File: src/rtl/avr_io_intc_pkg.sv
// Shared definitions for avr_io_intc: register addresses and ISTAT field positions.
// Imported by the RTL and the bench.
package avr_io_intc_pkg;

  localparam logic [1:0] INTC_IFR   = 2'd0;
  localparam logic [1:0] INTC_IER   = 2'd1;
  localparam logic [1:0] INTC_ICR   = 2'd2;
  localparam logic [1:0] INTC_ISTAT = 2'd3;

  localparam int unsigned ISTAT_FLAG_BIT = 7;
  localparam int unsigned ISTAT_VECT_LSB = 0;

endpackage

File: src/rtl/avr_io_intc_line.sv
// One IRQ line: optional input synchronizer, edge detector and pending flag.
// Synchronizer present only when AVR_INTC_SYNC_EN is defined.
module intc_line (
  input  logic clk,
  input  logic rst_n,
  input  logic i_irq,
  input  logic i_mode,     // 1 = rising-edge latched, 0 = level
  input  logic i_w1c,
  input  logic i_swset,
  input  logic i_ack_hit,
  output logic o_pend
);

  logic w_irq;
  logic r_prev;
  logic r_pend;
  logic w_pend_d;
  logic w_set;
  logic w_clr;

`ifdef AVR_INTC_SYNC_EN
  logic r_sync1;
  logic r_sync2;

  always_ff @(posedge clk or negedge rst_n) begin
    if (!rst_n) begin
      r_sync1 <= 1'b0;
      r_sync2 <= 1'b0;
    end else begin
      r_sync1 <= i_irq;
      r_sync2 <= r_sync1;
    end
  end

  assign w_irq = r_sync2;
`else
  assign w_irq = i_irq;
`endif

  assign w_set = (w_irq & ~r_prev) | i_swset;
  assign w_clr = i_w1c | i_ack_hit;

  // Set wins over any clear so a new event arriving with an ack is never lost.
  always_comb begin
    w_pend_d = r_pend;
    if (!i_mode) begin
      w_pend_d = w_irq;
    end else if (w_set) begin
      w_pend_d = 1'b1;
    end else if (w_clr) begin
      w_pend_d = 1'b0;
    end
  end

  always_ff @(posedge clk or negedge rst_n) begin
    if (!rst_n) begin
      r_prev <= 1'b0;
      r_pend <= 1'b0;
    end else begin
      r_prev <= w_irq;
      r_pend <= w_pend_d;
    end
  end

  assign o_pend = r_pend;

endmodule

File: src/rtl/avr_io_intc.sv
// AVR I/O-bus interrupt controller: per-line latching, mask, registered priority encode.
// Define AVR_INTC_SYNC_EN to add a 2-flop synchronizer on every irq_in bit.
module avr_io_intc
  import avr_io_intc_pkg::*;
#(
  parameter int unsigned N_IRQ  = 4,
  parameter int unsigned VECT_W = 2
) (
  input  logic              clk,
  input  logic              rst_n,
  input  logic              io_re,
  input  logic              io_we,
  input  logic [1:0]        io_a,
  input  logic [7:0]        io_do,
  output logic [7:0]        io_di,
  input  logic [N_IRQ-1:0]  irq_in,
  input  logic              ack_stb,
  input  logic [VECT_W-1:0] ack_vect,
  output logic              iflag,
  output logic [VECT_W-1:0] ivect
);

  logic [N_IRQ-1:0]  r_ier;
  logic [N_IRQ-1:0]  r_icr;
  logic              r_iflag;
  logic [VECT_W-1:0] r_ivect;

  logic [N_IRQ-1:0]  w_pend;
  logic [N_IRQ-1:0]  w_w1c;
  logic [N_IRQ-1:0]  w_swset;
  logic [N_IRQ-1:0]  w_ack_hit;
  logic [N_IRQ-1:0]  w_act;
  logic [VECT_W-1:0] w_vect;
  logic [7:0]        w_stat;
  logic              w_unused;

  assign w_unused = ^io_do;

  assign w_w1c   = (io_we && io_a == INTC_IFR)   ? io_do[N_IRQ-1:0] : '0;
  // Software trigger only reaches edge-mode lines.
  assign w_swset = (io_we && io_a == INTC_ISTAT) ? (io_do[N_IRQ-1:0] & r_icr) : '0;

  for (genvar i = 0; i < N_IRQ; i++) begin : g_line
    assign w_ack_hit[i] = ack_stb && (ack_vect == VECT_W'(i));

    intc_line u_line (
      .clk       (clk),
      .rst_n     (rst_n),
      .i_irq     (irq_in[i]),
      .i_mode    (r_icr[i]),
      .i_w1c     (w_w1c[i]),
      .i_swset   (w_swset[i]),
      .i_ack_hit (w_ack_hit[i]),
      .o_pend    (w_pend[i])
    );
  end

  always_ff @(posedge clk or negedge rst_n) begin
    if (!rst_n) begin
      r_ier <= '0;
      r_icr <= '0;
    end else if (io_we) begin
      if (io_a == INTC_IER) r_ier <= io_do[N_IRQ-1:0];
      if (io_a == INTC_ICR) r_icr <= io_do[N_IRQ-1:0];
    end
  end

  assign w_act = w_pend & r_ier;

  // Descending scan leaves the lowest set index, which has the highest priority.
  always_comb begin
    w_vect = '0;
    for (int i = N_IRQ - 1; i >= 0; i--) begin
      if (w_act[i]) w_vect = VECT_W'(i);
    end
  end

  always_ff @(posedge clk or negedge rst_n) begin
    if (!rst_n) begin
      r_iflag <= 1'b0;
      r_ivect <= '0;
    end else begin
      r_iflag <= |w_act;
      r_ivect <= w_vect;
    end
  end

  always_comb begin
    w_stat = '0;
    w_stat[ISTAT_FLAG_BIT] = r_iflag;
    w_stat[ISTAT_VECT_LSB +: VECT_W] = r_ivect;
  end

  always_comb begin
    io_di = '0;
    if (io_re) begin
      case (io_a)
        INTC_IFR: io_di = 8'(w_pend);
        INTC_IER: io_di = 8'(r_ier);
        INTC_ICR: io_di = 8'(r_icr);
        default:  io_di = w_stat;
      endcase
    end
  end

  assign iflag = r_iflag;
  assign ivect = r_ivect;

endmodule

File: config.mk
export PLATFORM = sky130hd
export DESIGN_NAME = avr_io_intc
export DESIGN_NICKNAME = d
export VERILOG_FILES = /design/src/rtl/avr_io_intc_pkg.sv /design/src/rtl/avr_io_intc_line.sv /design/src/rtl/avr_io_intc.sv
export SDC_FILE = /design/constraint.sdc
export NUM_CORES = 1
export LEC_CHECK = 0
export ABC_AREA = 1
export BUFFER_PORTS_ARGS = -buffer_cell sky130_fd_sc_hd__buf_2
export CAP_MARGIN = 20
export CORE_ASPECT_RATIO = 1.75
export CORE_MARGIN = 10
export CORE_UTILIZATION = 36
export CTS_CLUSTER_SIZE = 12
export DETAILED_ROUTE_END_ITERATION = 10
export HOLD_SLACK_MARGIN = 0.06
export MAX_ROUTING_LAYER = met4
export SLEW_MARGIN = 25
export SYNTH_ARGS = -nofsm -noshare
export SYNTH_HDL_FRONTEND = slang
export SYNTH_HIERARCHICAL = 1
export SYNTH_SLANG_ARGS = --single-unit
File: constraint.sdc
create_clock -name clk -period 1.1 [get_ports clk]
set_input_delay 0 -clock clk [delete_from_list [all_inputs] [get_ports clk]]
set_output_delay 0 -clock clk [all_outputs]
set_load 0.01 [all_outputs]
==> results.md <==
* Placement Setup Slack at 0.156 ns
* Worst hold path cell count at 3
* Residual DRC at 0
* Post-synth top flop: dfrtp_1
* DIE WIDTH at 61.3 um
* Hold Vio Cnt, Final at 0
* Clk sink count at 19
* Largest net degree at the start of global routing at 20
* I/O Buffers at 24
* Post-synthesis sequential area ratio at 44.3%
* Levels on crit path at 5
* Yosys reg bits at 19
* Pins Over Slew Limit at 0
* H-Tree Depth at 1
* Post-synth EDFFs at 0
* Netlist cell types at 17
* TritonCTS clock tree: done
* Share of the synthesized area in the top cell type at 44.3%
* Synthesized area at 1070 sq um
* Status: complete, no violations
* Die Span Y at 92.2 um
* Cells after Synth at 146
* Routed WL at 2.57 mm
* Initial antenna violation count at 0
* Core area at 2900 sq um
* Initial DRC count at 41
* Pwr/cell area at 1320 nW/um^2
* CP bufs+invs at 2
* Antenna violation net count after detailed routing at 0
* Root buf cell: clkbuf_8
* First-pass GRT wire length at 4.35 mm
* Layout cells sized above 1 at 22.2%
* Area Overhead vs Synth at 30.2%
* Syn. warnings at 6
* Overall power at 0.00184 W
* Row cnt at 26
* Tmin final at 1.09 ns
* Vias in the first global route at 1030
* Worst Setup Slack, final at 0.00578 ns
* Seq pwr share at 47.2%
* Synth area leader: dfrtp_1
* Psw at 0.000562 W
* Synth top area cells: dfrtp_1 44%, nand2_1 18%, inv_1 6.3%
* Crit-path slowest cell: dfrtp_1
* Worst setup SP type: register
* RSZ-0062 raised after global routing: yes
* Critical path fanouts, max at 3
* Final hold slack at 0.122 ns
* Highest metal used: met4
* I/O pin count at 32
* M1 wire length at 1.03 mm
* Vias/cell at 4.73
* Cell with the most instances after synthesis: nand2_1
* Worst path cell trace: o21ai_1, nand3_1, nand2_1, inv_2, buf_6
* WP data arrival at 1.09 ns
* Combinational share of power at 26.2%
* Peak supply drop at 739 uV
* Top delay family on crit path: flip-flops
* Met3 Routed Length at 183 um
* R2R depth at 7
* Final setup vio count at 0
* Congestion Overflow GR at 0
* Maxcap violations at 0
* Placed Area at 1200 sq um
* Syn Area/Cell at 7.34 sq um
* Post-route cell area at 1400 sq um
* Clock Power Share at 26.6%
* Skew-Pair Late Insertion Delay at 0.25 ns
* Clock skew at 0.00123 ns
* Net Sw Frac at 30.5%
* Nets at 211
* DR WL met2 at 1.32 mm
* TritonCTS buffer count at 3
* CP max stage delay at 0.40 ns
* DRT Pass-1 Iters at 4
* Clock transition at the registers of the reported paths at 0.07 ns
* # diodes at 0
* DR WL/cell at 11.9 um
* Initial Util at 37.0%
* Hold WC Path Type: primary input to register
* Fmax at 0.914 GHz
* Critical path data required time at 1.10 ns
* GRT Total Usage at 10.1%
* Clock buffer depth at 2
* Internal at 0.00128 W
* Critical path type: register to output pin
* Leak pwr at 0.773 nW
* Detailed placement HPWL at 1.98 mm
* Fraction of registers with async set/reset at 100%
* Top post-synthesis cells by count: 52 x nand2_1, 19 x dfrtp_1, 18 x inv_1, 18 x nor2_1, 13 x nand3_1
* Via count at 1026
* Worst setup EP type: output pin
* Final worst-path cycle share at 99.5%
* RD Place Congestion at 0.772
* Die Area at 5650 sq um
## per-stage QoR
stage	util, %	TNS (ns)	instances
6_report	48.2	0	217
3_5_place_dp	41.5	0	197
2_1_floorplan	-	0	148
3_3_place_gp	41.5	0	197
5_1_grt	48.2	-0.159	217
4_1_cts	46.5	0	211
## cells by family (layout without fill, tap and decap cells)
| group | count (synthesis) | after routing | synth area share, % |
|---|---|---|---|
| flops | 19 | 19 | 44.3 |
| compound gates | 11 | 11 | 5.37 |
| buf+inv | 24 | 65 | 11.3 |
| other cells | 1 | 3 | 0.350 |
| simple gates | 91 | 91 | 38.6 |
## final cells by class
cell class | count | area [sq um]
fill | 289 | 1500
multi-input combinational | 105 | 483
timing repair buffer | 42 | 284
tap | 28 | 35.0
sequential | 19 | 475
clock buffer | 4 | 45.0
inverter | 19 | 73.8
## per-layer routing
metal / GRT usage [%] / up-vias
li1: - / 527
met4: 4.60 / 0
met2: 17.1 / 32
met5: - / -
met3: 2.21 / 4
met1: 10.4 / 463
## timing repair
action,CTS,global route
pin swaps,0,3
setup buffers,1,6
hold buffers,9,0
endpoints found under the setup margin,2,4
resized for setup,1,2
hold endpoints to repair,35,0
## worst paths after layout
kind / startpoint / end / slack (ns)
min reg2reg: g_line[2].u_line/r_prev / g_line[2].u_line/o_pend / 0.49
min in group asynchronous: rst_n / r_icr[2] / 0.22
max in group asynchronous: rst_n / ivect[1] / 0.58
max reg2reg: r_icr[3] / g_line[3].u_line/o_pend / 0.17
min: io_we / r_icr[0] / 0.12
max: r_ier[0] / io_di[0] / 0.006
## placed cells by master (no fill, tap or decap), types with 4 or more instances in the layout
cell type,instances
nand2_1,52
buf_2,23
dfrtp_1,19
nor2_1,18
inv_1,17
nand3_1,13
dlygate4sd3_1,9
buf_4,9
o21ai_1,6
nor3_1,4
o21ai_0,4
## worst register-to-register path, stage by stage (launching register included)
cell	delay [ns]
dfrtp_1	0.38
buf_4	0.15
nand2_1	0.05
nor2_1	0.04
inv_1	0.06
nand2_1	0.05
nand2_1	0.05
nand2_1	0.04
## state kept, by name (all words and copies together), names as in the netlist
name	flops
g_line.u_line/o_pend	4
g_line.u_line/r_prev	4
iflag	1
ivect	2
r_icr	4
r_ier	4
## power groups by stage
stage / sequential, W / combinational (W) / clock [W]
global placement: 0.000889 / 0.000372 / 0
finish: 0.000870 / 0.000483 / 0.000491
CTS: 0.000878 / 0.000421 / 0.000501
floorplan: 0.000890 / 0.000245 / 0
detailed placement: 0.000896 / 0.000382 / 0
global route: 0.000884 / 0.000557 / 0.000527
No activity file was read; power rests on OpenSTA's default activity.
